### src/rtl/id_ex_stage_register_pkg.sv
// Shared pipeline definitions for the ID/EX boundary: default data width,
// register-index width and the packed decoder control bundle.
package id_ex_stage_register_pkg;

  localparam int DATA_WIDTH_DEFAULT = 32;
  localparam int REG_ADDR_W         = 5;

  typedef struct packed {
    logic       write;
    logic       store;
    logic       load;
    logic       branch;
    logic [1:0] alu_operand_a_selector;
    logic       alu_operand_b_selector;
    logic [1:0] next_pc_selector;
    logic [2:0] alu_operations_selector;
  } ctrl_t;

  // Strips every bit that could change architectural state or redirect fetch.
  function automatic ctrl_t ctrl_kill(input ctrl_t c);
    ctrl_t r;
    r                  = c;
    r.write            = 1'b0;
    r.store            = 1'b0;
    r.load             = 1'b0;
    r.branch           = 1'b0;
    r.next_pc_selector = 2'b00;
    return r;
  endfunction

endpackage

### src/rtl/load_use_hazard_unit.sv
// Load-use hazard detection: a load in EX whose destination feeds either
// source of the instruction in ID stalls decode for one cycle.
module load_use_hazard_unit
  import id_ex_stage_register_pkg::*;
(
  input  logic                  ex_valid_i,
  input  logic                  ex_load_i,
  input  logic [REG_ADDR_W-1:0] ex_rd_address_i,
  input  logic                  id_valid_i,
  input  logic [REG_ADDR_W-1:0] id_rs1_address_i,
  input  logic [REG_ADDR_W-1:0] id_rs2_address_i,
  input  logic                  flush_i,
  output logic                  stall_o
);

  logic rd_live;
  logic src_match;

  // Both sources are compared for every format; a spurious stall is harmless.
  assign rd_live   = ex_valid_i & ex_load_i & (ex_rd_address_i != '0);
  assign src_match = (ex_rd_address_i == id_rs1_address_i) |
                     (ex_rd_address_i == id_rs2_address_i);
  assign stall_o   = rd_live & id_valid_i & src_match & ~flush_i;

endmodule

### src/rtl/id_ex_stage_register.sv
// ID/EX pipeline register with load-use bubble insertion and flush.
// Define STALL_COUNTER_EN to build the saturating load-use stall-cycle counter.
module id_ex_stage_register
  import id_ex_stage_register_pkg::*;
#(
  parameter int DATA_WIDTH = DATA_WIDTH_DEFAULT
) (
  input  logic                  clk,
  input  logic                  rst,
  input  logic                  id_valid,
  input  logic                  id_write,
  input  logic                  id_store,
  input  logic                  id_load,
  input  logic                  id_branch,
  input  logic [1:0]            id_alu_operand_a_selector,
  input  logic                  id_alu_operand_b_selector,
  input  logic [1:0]            id_next_pc_selector,
  input  logic [2:0]            id_alu_operations_selector,
  input  logic [2:0]            id_funct3,
  input  logic                  id_funct7_bit5,
  input  logic [DATA_WIDTH-1:0] id_pc,
  input  logic [DATA_WIDTH-1:0] id_rs1_data,
  input  logic [DATA_WIDTH-1:0] id_rs2_data,
  input  logic [DATA_WIDTH-1:0] id_immediate,
  input  logic [REG_ADDR_W-1:0] id_rs1_address,
  input  logic [REG_ADDR_W-1:0] id_rs2_address,
  input  logic [REG_ADDR_W-1:0] id_rd_address,
  input  logic                  flush,
  output logic                  ex_valid,
  output logic                  ex_write,
  output logic                  ex_store,
  output logic                  ex_load,
  output logic                  ex_branch,
  output logic [1:0]            ex_alu_operand_a_selector,
  output logic                  ex_alu_operand_b_selector,
  output logic [1:0]            ex_next_pc_selector,
  output logic [2:0]            ex_alu_operations_selector,
  output logic [2:0]            ex_funct3,
  output logic                  ex_funct7_bit5,
  output logic [DATA_WIDTH-1:0] ex_pc,
  output logic [DATA_WIDTH-1:0] ex_rs1_data,
  output logic [DATA_WIDTH-1:0] ex_rs2_data,
  output logic [DATA_WIDTH-1:0] ex_immediate,
  output logic [REG_ADDR_W-1:0] ex_rs1_address,
  output logic [REG_ADDR_W-1:0] ex_rs2_address,
  output logic [REG_ADDR_W-1:0] ex_rd_address,
  output logic                  stall,
  output logic [31:0]           stall_cycle_count
);

  ctrl_t id_ctrl;
  ctrl_t ex_ctrl_q, ex_ctrl_d;
  logic                  ex_valid_q, ex_valid_d;
  logic [2:0]            ex_funct3_q, ex_funct3_d;
  logic                  ex_funct7_bit5_q, ex_funct7_bit5_d;
  logic [DATA_WIDTH-1:0] ex_pc_q, ex_pc_d;
  logic [DATA_WIDTH-1:0] ex_rs1_data_q, ex_rs1_data_d;
  logic [DATA_WIDTH-1:0] ex_rs2_data_q, ex_rs2_data_d;
  logic [DATA_WIDTH-1:0] ex_immediate_q, ex_immediate_d;
  logic [REG_ADDR_W-1:0] ex_rs1_address_q, ex_rs1_address_d;
  logic [REG_ADDR_W-1:0] ex_rs2_address_q, ex_rs2_address_d;
  logic [REG_ADDR_W-1:0] ex_rd_address_q, ex_rd_address_d;

  assign id_ctrl = '{
    write:                   id_write,
    store:                   id_store,
    load:                    id_load,
    branch:                  id_branch,
    alu_operand_a_selector:  id_alu_operand_a_selector,
    alu_operand_b_selector:  id_alu_operand_b_selector,
    next_pc_selector:        id_next_pc_selector,
    alu_operations_selector: id_alu_operations_selector
  };

  load_use_hazard_unit u_hazard (
    .ex_valid_i       (ex_valid_q),
    .ex_load_i        (ex_ctrl_q.load),
    .ex_rd_address_i  (ex_rd_address_q),
    .id_valid_i       (id_valid),
    .id_rs1_address_i (id_rs1_address),
    .id_rs2_address_i (id_rs2_address),
    .flush_i          (flush),
    .stall_o          (stall)
  );

  always_comb begin
    // NOTE: every next-state signal gets a default first so no path can infer a latch.
    ex_valid_d       = id_valid;
    ex_ctrl_d        = id_valid ? id_ctrl : ctrl_kill(id_ctrl);
    ex_funct3_d      = id_funct3;
    ex_funct7_bit5_d = id_funct7_bit5;
    ex_pc_d          = id_pc;
    ex_rs1_data_d    = id_rs1_data;
    ex_rs2_data_d    = id_rs2_data;
    ex_immediate_d   = id_immediate;
    ex_rs1_address_d = id_rs1_address;
    ex_rs2_address_d = id_rs2_address;
    ex_rd_address_d  = id_rd_address;
    // Flush and stall both inject an all-zero bubble; stall is already masked by flush.
    if (flush || stall) begin
      ex_valid_d       = 1'b0;
      ex_ctrl_d        = '0;
      ex_funct3_d      = '0;
      ex_funct7_bit5_d = 1'b0;
      ex_pc_d          = '0;
      ex_rs1_data_d    = '0;
      ex_rs2_data_d    = '0;
      ex_immediate_d   = '0;
      ex_rs1_address_d = '0;
      ex_rs2_address_d = '0;
      ex_rd_address_d  = '0;
    end
  end

  // NOTE: state uses non-blocking assignments; reset is synchronous and beats flush/stall.
  always_ff @(posedge clk) begin
    if (rst) begin
      ex_valid_q       <= 1'b0;
      ex_ctrl_q        <= '0;
      ex_funct3_q      <= '0;
      ex_funct7_bit5_q <= 1'b0;
      ex_pc_q          <= '0;
      ex_rs1_data_q    <= '0;
      ex_rs2_data_q    <= '0;
      ex_immediate_q   <= '0;
      ex_rs1_address_q <= '0;
      ex_rs2_address_q <= '0;
      ex_rd_address_q  <= '0;
    end else begin
      ex_valid_q       <= ex_valid_d;
      ex_ctrl_q        <= ex_ctrl_d;
      ex_funct3_q      <= ex_funct3_d;
      ex_funct7_bit5_q <= ex_funct7_bit5_d;
      ex_pc_q          <= ex_pc_d;
      ex_rs1_data_q    <= ex_rs1_data_d;
      ex_rs2_data_q    <= ex_rs2_data_d;
      ex_immediate_q   <= ex_immediate_d;
      ex_rs1_address_q <= ex_rs1_address_d;
      ex_rs2_address_q <= ex_rs2_address_d;
      ex_rd_address_q  <= ex_rd_address_d;
    end
  end

  assign ex_valid                   = ex_valid_q;
  assign ex_write                   = ex_ctrl_q.write;
  assign ex_store                   = ex_ctrl_q.store;
  assign ex_load                    = ex_ctrl_q.load;
  assign ex_branch                  = ex_ctrl_q.branch;
  assign ex_alu_operand_a_selector  = ex_ctrl_q.alu_operand_a_selector;
  assign ex_alu_operand_b_selector  = ex_ctrl_q.alu_operand_b_selector;
  assign ex_next_pc_selector        = ex_ctrl_q.next_pc_selector;
  assign ex_alu_operations_selector = ex_ctrl_q.alu_operations_selector;
  assign ex_funct3                  = ex_funct3_q;
  assign ex_funct7_bit5             = ex_funct7_bit5_q;
  assign ex_pc                      = ex_pc_q;
  assign ex_rs1_data                = ex_rs1_data_q;
  assign ex_rs2_data                = ex_rs2_data_q;
  assign ex_immediate               = ex_immediate_q;
  assign ex_rs1_address             = ex_rs1_address_q;
  assign ex_rs2_address             = ex_rs2_address_q;
  assign ex_rd_address              = ex_rd_address_q;

`ifdef STALL_COUNTER_EN
  logic [31:0] stall_cnt_q, stall_cnt_d;

  always_comb begin
    stall_cnt_d = stall_cnt_q;
    if (stall && (stall_cnt_q != 32'hFFFF_FFFF)) stall_cnt_d = stall_cnt_q + 32'd1;
  end

  always_ff @(posedge clk) begin
    if (rst) stall_cnt_q <= '0;
    else     stall_cnt_q <= stall_cnt_d;
  end

  assign stall_cycle_count = stall_cnt_q;
`else
  assign stall_cycle_count = 32'd0;
`endif

endmodule

### config.mk
export PLATFORM = sky130hd
export DESIGN_NAME = id_ex_stage_register
export DESIGN_NICKNAME = d
export VERILOG_FILES = /design/src/rtl/id_ex_stage_register_pkg.sv /design/src/rtl/load_use_hazard_unit.sv /design/src/rtl/id_ex_stage_register.sv
export SDC_FILE = /design/constraint.sdc
export NUM_CORES = 1
export LEC_CHECK = 0
export BUFFER_PORTS_ARGS = -buffer_cell sky130_fd_sc_hd__buf_2
export CAP_MARGIN = 20
export CELL_PAD_IN_SITES_DETAIL_PLACEMENT = 1
export CELL_PAD_IN_SITES_GLOBAL_PLACEMENT = 1
export CORE_ASPECT_RATIO = 2
export CORE_MARGIN = 3
export CORE_UTILIZATION = 25
export CTS_CLUSTER_DIAMETER = 40
export DETAILED_ROUTE_END_ITERATION = 8
export PLACE_DENSITY_LB_ADDON = 0.1
export SLEW_MARGIN = 15
export SYNTH_ARGS = -nofsm -noshare
export SYNTH_HDL_FRONTEND = slang
export SYNTH_SLANG_ARGS = --single-unit
### constraint.sdc
create_clock -name clk -period 1.6 [get_ports clk]
set_clock_uncertainty 0.1 [all_clocks]
set_input_delay 0.16 -clock clk [delete_from_list [all_inputs] [get_ports clk]]
set_output_delay 0.16 -clock clk [all_outputs]
set_load 0.03 [all_outputs]
==> impl_results.md, run 1 <==
- Status: complete, but fails checks
- Violated checks: setup timing
- Synthesized area: 5300 µm²
- Core ar.: 20600 µm²
- Synth area leaders: dfxtp_1 (60%), a21oi_1 (15%), nand2_1 (11%)
- Synth warnings: 0
- Clk pin slew, worst setup/hold paths: 0.06 ns
- # rows: 74
- First-pass GRT wire length: 34.9 mm
- Cells after Synth: 584
- Fmax: 0.497 GHz
- Post-layout min period: 2.01 ns
- Die Y: 212 µm
- CTS Buf Count: 17
- Critical path class: reg -> out
- Hold Crit Class: in -> reg
- Final instance area: 10600 µm²
- Longest Clk Path Bufs: 2
- Peak per-stage delay on the critical path: 0.42 ns
- Pre-antenna DRT Iters: 4
- R2r setup slk: -0.21 ns
- Reg power frac: 41.1%
- PD cells: 960 nW/µm²
- Worst reg2reg path endpoint: ex_next_pc_selector[0]$_SDFF_PP0_
- Final setup fails: 153
- Number of global-route vias before repair: 6627
- Seq/Total Area, Yosys: 60.5%
- Max Slew Vio Count: 0
- Clk pwr share: 41.0%
- Hold path depth: 4
- Commonest non-fill, non-tap cell in the layout: buf_2
- Wirelength, routed: 24.9 mm
- Hold_ws: 0.116 ns
- I/O pin total: 356
- Yosys reg bits: 160
- Worst reg2reg path depth: 9
- Starting Density: 25.6%
- Data required time at the worst endpoint: 1.34 ns
- RR Startpoint: ex_rd_address[2]$_SDFF_PP0_
- Most frequent cells in the layout: buf_2 (322), dlygate4sd3_1 (159), dfxtp_1 (155)
- Routed length per instance: 18.1 µm
- Largest net degree at the start of global routing: 57
- Synth area leader: dfxtp_1
- Placed cell area: 7230 µm²
- DR vias/cell: 4.39
- Post-synth EDFFs: 0
- Crit-path slowest cell: dfxtp_4
- Hold Vio Cnt, Final: 0
- Area Overhead vs Synth: 100%
- Pleak: 5.02 nW
- Grt ovf: 0
- Share of cells above drive strength 1: 46.8%
- Gate power share: 17.8%
- CTS tree: yes
- Residual DRC: 0
- Fin util: 51.4%
- Antenna-violating nets left: 0
- Endpoint class of the critical path: output pin
- Post-synthesis average cell area: 9.07 µm²
- Int Pwr: 7.56 mW
- Synth async-reset ratio: 0%
- Placer Congestion: 0.756
- Total track usage: 19.9%
- DR iter-0 viols: 194
- Max_cap viols: 0
- Crit path max fanout: 4
- Antenna violations before repair: 0
- CP startpoint kind: flip-flop
- Post-route setup TNS: -20.36 ns
- Die area: 23100 µm²
- Die X-Extent: 109 µm
- Worst Slack Setup Final: -0.411 ns
- H-tree depth: 4
- Vias: 6021
- Yosys cell types: 20
- Worst-Skew Late Latency: 0.43 ns
- Layout Nets: 1258
- Worst IR Drop VDD: 0.571 mV
- RSZ-0062 raised after global routing: true
- Switching share of power: 25.8%
- Clk sinks: 160
- Sw power: 2.63 mW
- Crit path DAT: 1.75 ns
- Crit-path cells: xnor2_4 > nand3_2 > o22ai_4 > buf_12 > and3b_2 > buf_6
- Root Buffer: clkbuf_16
- WP buf/inv: 2
- Fin crit share: 126%
- # diodes: 0
- Hold endpoint: ex_rs1_address[4]$_SDFF_PP0_
- PortBufs: 323
- Crit path depth: 6
- Min-delay src: id_valid
- CP top delay family: flip-flops
- Dpl hpwl: 15.1 mm
- Yosys top cell area share: 60.5%
- Prevailing post-synth register cell: dfxtp_1
==> tightest hold or removal path, cell delays in order <==
cell and delay (ns):
buf_2 0.11, nand3_1 0.12, a21oi_4 0.08, a21oi_1 0.13
==> power by group through the flow <==
stage                     sequential [mW]  clock (mW)  combinational, mW
final                                4.19        4.18               1.81
after global routing                 4.20        4.46               1.93
after CTS                            4.19        4.29               1.66
after detailed placement             4.27           0               1.21
after global placement               4.27           0               1.19
after floorplan                      4.60           0              0.443
==> what timing repair did <==
item | CTS | global route
pin swaps | 6 | 9
setup endpoints to repair | 143 | 161
gates cloned | 7 | 12
resized for setup | 29 | 116
endpoints found under the hold margin | 159 | 0
setup buffers | 11 | 10
hold buffers | 159 | 0
==> area by class of cell <==
| cell class | count | area, µm² |
|---|---|---|
| Clock buffer | 25 | 495 |
| Clock inverter | 5 | 103 |
| Fill cell | 2373 | 10000 |
| Inverter | 6 | 22.5 |
| Multi-Input combinational cell | 367 | 2170 |
| Sequential cell | 160 | 3220 |
| Tap cell | 266 | 333 |
| Timing Repair Buffer | 543 | 4260 |
==> sequential cells by signal, summed over array words and instances, names as in the netlist, 2 cells and up <==
register and flops:
ex_immediate 32, ex_rs2_address 5, ex_funct3 3, ex_alu_operations_selector 3, ex_rs1_data 32, ex_rd_address 5, ex_alu_operand_a_selector 2, ex_rs1_address 5
ex_pc 32, ex_rs2_data 32, ex_next_pc_selector 2
==> per-layer routing <==
metal	share of wire, %	vias up	GRT usage (%)	routed length, µm
li1	-	2860	-	-
met1	34	2830	18.6	8460
met2	55	273	37.6	13600
met3	7.4	58	6.74	1830
met4	3.8	0	9.37	938
met5	0	-	0	0
==> cell families (layout without fill, tap and decap cells) <==
| logic type | after synthesis | in the layout | synth area share [%] |
|---|---|---|---|
| simple gates | 163 | 163 | 11.8 |
| buf+inv | 88 | 579 | 10.2 |
| flops | 160 | 160 | 60.5 |
| compound gates | 162 | 162 | 15.8 |
| other cells | 1 | 32 | 0.0708 |
| xor+xnor | 10 | 10 | 1.65 |
==> through the flow <==
stage          setup slack, ns  total power, mW  std cells
6_report                -0.411             10.2       1372
5_1_grt                 -0.500             10.6       1372
4_1_cts                 -0.431             10.1       1356
3_5_place_dp           -0.0610             5.48       1150
3_3_place_gp           -0.0694             5.46       1150
2_1_floorplan          -0.0326             5.04        615
==> worst max path at each step <==
stage                                 from                                  endpoint  slack (ns)
2_1_floorplan           ex_load$_SDFF_PP0_               ex_immediate[26]$_SDFF_PP0_       -0.03
3_3_place_gp   ex_rd_address[0]$_SDFF_PP0_                                     stall       -0.07
3_5_place_dp   ex_rd_address[0]$_SDFF_PP0_  ex_alu_operations_selector[1]$_SDFF_PP0_       -0.06
4_1_cts        ex_rd_address[0]$_SDFF_PP0_                                     stall       -0.43
5_1_grt        ex_rd_address[2]$_SDFF_PP0_                                     stall       -0.50
6_report       ex_rd_address[2]$_SDFF_PP0_                                     stall       -0.41
==> cell usage after synthesis, types with 3 or more instances <==
cell type / count
clkbuf_1: 18
dfxtp_1: 160
a21oi_1: 154
buf_6: 8
buf_2: 20
buf_1: 3
inv_1: 6
nand3_1: 3
xnor2_1: 10
nand2_1: 156
buf_4: 32
a211oi_1: 6
Note: power is estimated with default switching activity, not from simulation.
==> inputs of run 2 (changes only) <==
--- a/config.mk
+++ b/config.mk
@@ -11,10 +11,11 @@
 export CELL_PAD_IN_SITES_GLOBAL_PLACEMENT = 1
 export CORE_ASPECT_RATIO = 2
 export CORE_MARGIN = 3
-export CORE_UTILIZATION = 25
+export CORE_UTILIZATION = 26
 export CTS_CLUSTER_DIAMETER = 40
 export DETAILED_ROUTE_END_ITERATION = 8
 export PLACE_DENSITY_LB_ADDON = 0.1
+export SETUP_SLACK_MARGIN = 0.02
 export SLEW_MARGIN = 15
 export SYNTH_ARGS = -nofsm -noshare
 export SYNTH_HDL_FRONTEND = slang
==> run 2 against run 1 <==
Compared with the run above: the flow still finishes with violations (setup timing); combinational power is 3% higher; hold slack worse by 0.023 ns; power is 0.72% higher; clock power hardly changed; first-iteration DRC count is 34% lower; setup slack better by 0.066 ns; cell count is 0.51% lower; register-to-register slack worse by 0.08 ns; non-clock buffer count is 5 lower; critical endpoint unchanged; largest power group is now the clock network.
==> impl_results.md, run 2 (synthesized netlist as in run 1, its figures left out) <==
- Status: complete, but fails checks
- Violated checks: setup timing
- Largest net degree at the start of global routing: 91 (+60%)
- # rows: 73 (-1.4%)
- Commonest non-fill, non-tap cell in the layout: buf_2
- Placer Congestion: 0.756 (about the same)
- FILL cells: 2285 (-3.7%)
- Die area: 22200 µm² (-3.7%)
- Crit path max fanout: 4 (unchanged)
- Fmax: 0.514 GHz (+3.4%)
- Die Y: 208 µm (-1.9%)
- Crit-path cells: xnor2_4 > nand3_2 > o22ai_4 > buf_12 > and3b_2 > buf_6
- Worst reg2reg path depth: 10 (+1)
- Rel. slew slack: 65.4%
- RSZ-0062 raised after global routing: true
- Total Power: 10.3 mW (+0.72%)
- Post-layout min period: 1.95 ns (-0.0658 ns)
- WP buf/inv: 2 (unchanged)
- Placed cell area: 7150 µm² (-1.1%)
- H-tree depth: 4 (unchanged)
- Max Slew Vio Count: 0 (unchanged)
- PD cells: 971 nW/µm² (+1.2%)
- Clk pin slew, worst setup/hold paths: 0.07 ns (about the same)
- Die X-Extent: 107 µm (-1.8%)
- Vias: 6010 (-0.18%)
- Area Overhead vs Synth: 99.5%
- Dpl hpwl: 14.1 mm (-6.4%)
- Fin util: 53.0% (+1.7 points)
- Final instance area: 10600 µm² (-0.46%)
- PortBufs: 323 (unchanged)
- FF+latch area: 3220 µm² (unchanged)
- CP startpoint kind: flip-flop
- Hold Crit Class: in -> reg
- Crit path DAT: 1.69 ns (-0.06 ns)
- Worst-Margin Slew: 0.519 ns
- Longest Clk Path Bufs: 2 (unchanged)
- Pleak: 4.96 nW (-1.2%)
- Crit-path slowest cell: dfxtp_4
- Final setup fails: 144 (-5.9%)
- Hold Vio Cnt, Final: 0 (unchanged)
- First-pass GRT wire length: 35.8 mm (+2.4%)
- Hold path depth: 5 (+1)
- Antenna-violating nets left: 0 (unchanged)
- Wirelength, routed: 24.5 mm (-1.6%)
- Worst-Skew Late Latency: 0.42 ns (about the same)
- Critical path class: reg -> out
- I/O pin total: 356 (unchanged)
- Worst IR Drop VDD: 0.555 mV (-2.7%)
- Antenna violations before repair: 0 (unchanged)
- Grt ovf: 0 (unchanged)
- # diodes: 0 (unchanged)
- Endpoint class of the critical path: output pin
- Clk sinks: 160 (unchanged)
- Residual DRC: 0 (unchanged)
- Worst Slack Setup Final: -0.345 ns (+0.0658 ns)
- Routed length per instance: 17.9 µm (-1.1%)
- Most frequent cells in the layout: buf_2 (322), dlygate4sd3_1 (162), dfxtp_1 (155)
- CTS tree: yes
- CTS Buf Count: 17 (unchanged)
- Peak per-stage delay on the critical path: 0.40 ns (-0.02 ns)
- Multi-input gate area: 2190 µm² (+0.86%)
- DR iter-0 viols: 128 (-34%)
- Root Buffer: clkbuf_16
- Layout Nets: 1253 (-0.40%)
- Crit. Startpoint: ex_rd_address[2]$_SDFF_PP0_
- Data required time at the worst endpoint: 1.34 ns (about the same)
- Crit path depth: 6 (unchanged)
- Share of cells above drive strength 1: 47.3% (+0.49 points)
- Min-delay src: rst
- Pre-antenna DRT Iters: 4 (unchanged)
- Starting Density: 26.6% (+0.95 points)
- Max_cap viols: 0 (unchanged)
- RR Startpoint: ex_rd_address[2]$_SDFF_PP0_
- DR vias/cell: 4.40 (+0.33%)
- CP top delay family: flip-flops
- Total track usage: 20.8% (+0.89 points)
- Number of global-route vias before repair: 6660 (+0.50%)
- Fin crit share: 122% (-4.1 points)
- Core ar.: 19900 µm² (-3.6%)
-- run 2: cell types whose count changed in the layout (fill, tap and decap cells not counted), moves of 2 or more --
cell,delta
a21oi_4,-2
inv_6,+2
clkinv_4,+2
buf_12,+2
buf_4,-7
a21oi_1,-10
clkbuf_1,-2
dlygate4sd3_1,+3
clkbuf_16,-5
clkbuf_8,-3
a211oi_2,-2
clkinvlp_4,+2
a21oi_2,+12
-- run 2: path summary, 6_finish.rpt --
check / end / slack (ns)
hold reg to reg: ex_alu_operations_selector[0]$_SDFF_PP0_ / 0.76
setup reg to reg: ex_rs2_data[7]$_SDFF_PP0_ / -0.29
setup / recovery: stall / -0.35
hold / removal: ex_rs2_data[31]$_SDFF_PP0_ / 0.09
-- run 2: power breakdown --
| part | switching [mW] | internal (mW) | leakage [nW] |
|---|---|---|---|
| clock network | 1.71 | 2.51 | 0.287 |
| logic | 1.01 | 0.845 | 3.35 |
| registers | 0.0481 | 4.14 | 1.32 |
| total | 2.77 | 7.49 | 4.96 |
-- run 2: layout make-up --
cell class | count | area share [%]
Clock inverter | 12 | 1.49
Tap cell | 262 | 3.10
Timing Repair Buffer | 538 | 39.7
Inverter | 6 | 0.213
Sequential cell | 160 | 30.5
Multi-Input combinational cell | 367 | 20.8
Clock buffer | 20 | 4.23
-- run 2: metal layers --
metal  wire [µm]  global-route usage [%]  vias to the layer above  share of wire [%]
li1            -                       -                     2855                  -
met1        8490                    20.1                     2853                 35
met2       13600                    39.7                      254                 56
met3        1570                    5.91                       48                6.4
met4         760                    9.27                        0                3.1
met5           0                       0                        -                  0
-- run 2: timing repair --
action                                  CTS  global route
endpoints found under the hold margin   159             0
setup buffers                             5            13
hold buffers                            162             0
pin swaps                                 8             7
cloned                                   12             7
gates resized for setup                  37           124
endpoints found under the setup margin   82           144
-- run 2: metrics by stage --
stage | hold WS, ns | instances | TNS [ns] | worst slack (ns)
after floorplan | 0.166 | 615 | -0.652 | -0.0326
after detailed placement | 0.286 | 1139 | -1.66 | -0.0552
final | 0.0927 | 1365 | -31.84 | -0.345
after global placement | 0.281 | 1139 | -0.128 | -0.0361
after CTS | 0.0619 | 1350 | -26.79 | -0.367
after global routing | 0.0867 | 1365 | -44.38 | -0.442
-- run 2: worst min-delay path: cells and delay by family --
kind            cells  cell delay, ns
compound gates      1            0.03
buf+inv             2            0.25
simple gates        2            0.13
==> inputs of run 3 (changes only) <==
--- a/config.mk
+++ b/config.mk
@@ -11,7 +11,7 @@
 export CELL_PAD_IN_SITES_GLOBAL_PLACEMENT = 1
 export CORE_ASPECT_RATIO = 2
 export CORE_MARGIN = 3
-export CORE_UTILIZATION = 26
+export CORE_UTILIZATION = 28
 export CTS_CLUSTER_DIAMETER = 40
 export DETAILED_ROUTE_END_ITERATION = 8
 export PLACE_DENSITY_LB_ADDON = 0.1
==> constraint.sdc (replaced) <==
create_clock -name clk -period 2 [get_ports clk]
set_clock_uncertainty 0.1 [all_clocks]
set_input_delay 0.2 -clock clk [delete_from_list [all_inputs] [get_ports clk]]
set_output_delay 0.2 -clock clk [all_outputs]
set_load 0.03 [all_outputs]
==> run 3 against run 2 <==
Compared with the run above: the run now ends clean; clock-buffer cell count rose by 1; sequential power fell by 20%; register-to-register slack improved by 0.54 ns; design area fell by 11%; sequential share of layout area rose by 3.9 points; critical path depth fell by 1; non-clock buffer count fell by 36; critical endpoint unchanged; wire length fell by 12%; highest routed layer unchanged; critical path type unchanged.
==> impl_results.md, run 3 (synthesized netlist as in run 1, its figures left out) <==
- Pleak: 4.67 nW (-5.7%)
- CP startpoint kind: flip-flop
- Core ar.: 18400 µm² (-7.6%)
- RSZ-0062 raised after global routing: true
- Fin util: 50.9% (-2.1 points)
- Data required time at the worst endpoint: 1.70 ns (+0.36 ns)
- Root Buffer: clkbuf_16
- PortBufs: 323 (unchanged)
- Commonest non-fill, non-tap cell in the layout: buf_2
- Layout Nets: 1217 (-2.9%)
- Worst-Skew Late Latency: 0.42 ns (about the same)
- Endpoint class of the critical path: output pin
- Crit path max fanout: 4 (unchanged)
- Antenna-violating nets left: 0 (unchanged)
- First-pass GRT wire length: 32.6 mm (-8.8%)
- CTS tree: yes
- CTS Buf Count: 17 (unchanged)
- Placer Congestion: 0.775 (+2.6%)
- Die X-Extent: 103 µm (-3.4%)
- Grt ovf: 0 (unchanged)
- I/O pin total: 356 (unchanged)
- PD cells: 842 nW/µm² (-13%)
- DR iter-0 viols: 146 (+14%)
- Critical path class: reg -> out
- Residual DRC: 0 (unchanged)
- Worst-Margin Slew: 0.546 ns (+0.0263 ns)
- Status: finished clean
- Largest net degree at the start of global routing: 54 (-41%)
- Total track usage: 20.4% (-0.43 points)
- Max_cap viols: 0 (unchanged)
- Placed cells: 1090 (-4.3%)
- Dpl hpwl: 14.5 mm (+2.6%)
- Most frequent cells in the layout: buf_2 (321), dlygate4sd3_1 (159), nand2_1 (156)
- Area Overhead vs Synth: 76.9%
- Die Y: 200 µm (-3.5%)
- Rel. slew slack: 63.6% (-1.8 points)
- Crit path DAT: 1.62 ns (-0.07 ns)
- Die area: 20700 µm² (-6.8%)
- Post-layout min period: 1.92 ns
- Non-filler cells, final: 1284 (-5.9%)
- Fin crit share: 96.1%
- Clk pin slew, worst setup/hold paths: 0.07 ns (about the same)
- Starting Density: 28.8% (+2.2 points)
- Max Slew Vio Count: 0 (unchanged)
- Total Power: 7.89 mW (-23%)
- Pre-antenna DRT Iters: 5 (+1)
- Longest Clk Path Bufs: 2 (unchanged)
- Clk sinks: 160 (unchanged)
- Worst IR Drop VDD: 0.535 mV (-3.7%)
- Hold Crit Class: in -> reg
- H-tree depth: 4 (unchanged)
- Post-route setup TNS: 0 ns (+31.84 ns)
- Share of cells above drive strength 1: 36.8% (-11 points)
- FILL cells: 2195 (-3.9%)
- Final setup fails: 0 (-100%)
- Routed length per instance: 16.8 µm (-6.4%)
- Antenna violations before repair: 3 (+3)
- Vias: 5723 (-4.8%)
- Number of global-route vias before repair: 6286 (-5.6%)
- # rows: 70 (-4.1%)
- Wirelength, routed: 21.5 mm (-12%)
- Fmax: 0.520 GHz
- DR vias/cell: 4.46 (+1.2%)
- Hold Vio Cnt, Final: 0 (unchanged)
## run 3: stage by stage
stage	hold WS [ns]	setup slack, ns	instance area (µm²)
after floorplan	0.214	0.103	5410
after global placement	0.321	0.288	7040
after detailed placement	0.326	0.248	7040
after CTS	0.0853	0.0366	9310
after global routing	0.142	-0.00400	9370
final	0.116	0.0782	9370
## run 3: final timing paths
kind / depth (start not counted) / startpoint / slack, ns / to
setup / recovery: 5 / ex_rd_address[3]$_SDFF_PP0_ / 0.08 / stall
hold / removal: 3 / id_valid / 0.12 / ex_load$_SDFF_PP0_
setup reg to reg: 7 / ex_rd_address[3]$_SDFF_PP0_ / 0.25 / ex_rs2_data[15]$_SDFF_PP0_
hold reg to reg: 4 / ex_valid$_SDFF_PP0_ / 0.74 / ex_pc[24]$_SDFF_PP0_
## run 3: worst max-delay path, stage by stage, from the launching register on
cell and delay, ns:
dfxtp_4 0.37, xnor2_2 0.16, nand2_1 0.11, o22ai_4 0.18
and3b_2 0.23, buf_6 0.15
## run 3: area by class of cell
type | count | area [µm²] | area share [%]
repair buffers | 502 | 3470 | 37.0
clock inverters | 9 | 134 | 1.43
well taps | 216 | 270 | 2.88
flip-flops and latches | 160 | 3220 | 34.4
inverters | 6 | 22.5 | 0.240
diodes | 3 | 7.51 | 0.0801
multi-input cells | 367 | 1780 | 19.0
clock buffers | 21 | 460 | 4.92
## run 3: timing repair
item	in CTS	in global routing
pin swaps	3	6
hold buffers	159	0
endpoints found under the hold margin	159	0
resized for setup	18	8
endpoints found under the setup margin	1	1
setup buffers	1	2
## run 3: layer usage
metal / vias to the layer above / GRT usage [%] / part of all wire [%]
li1: 2777 / - / -
met1: 2645 / 20.5 / 35
met2: 257 / 37.2 / 54
met3: 44 / 5.43 / 6.9
met4: 0 / 9.87 / 3.8
met5: - / 0 / 0
## run 3: report_power, final
group	switching, mW	total, mW	internal, mW
clock network	1.29	3.31	2.02
logic	0.710	1.23	0.518
registers	0.0381	3.35	3.31
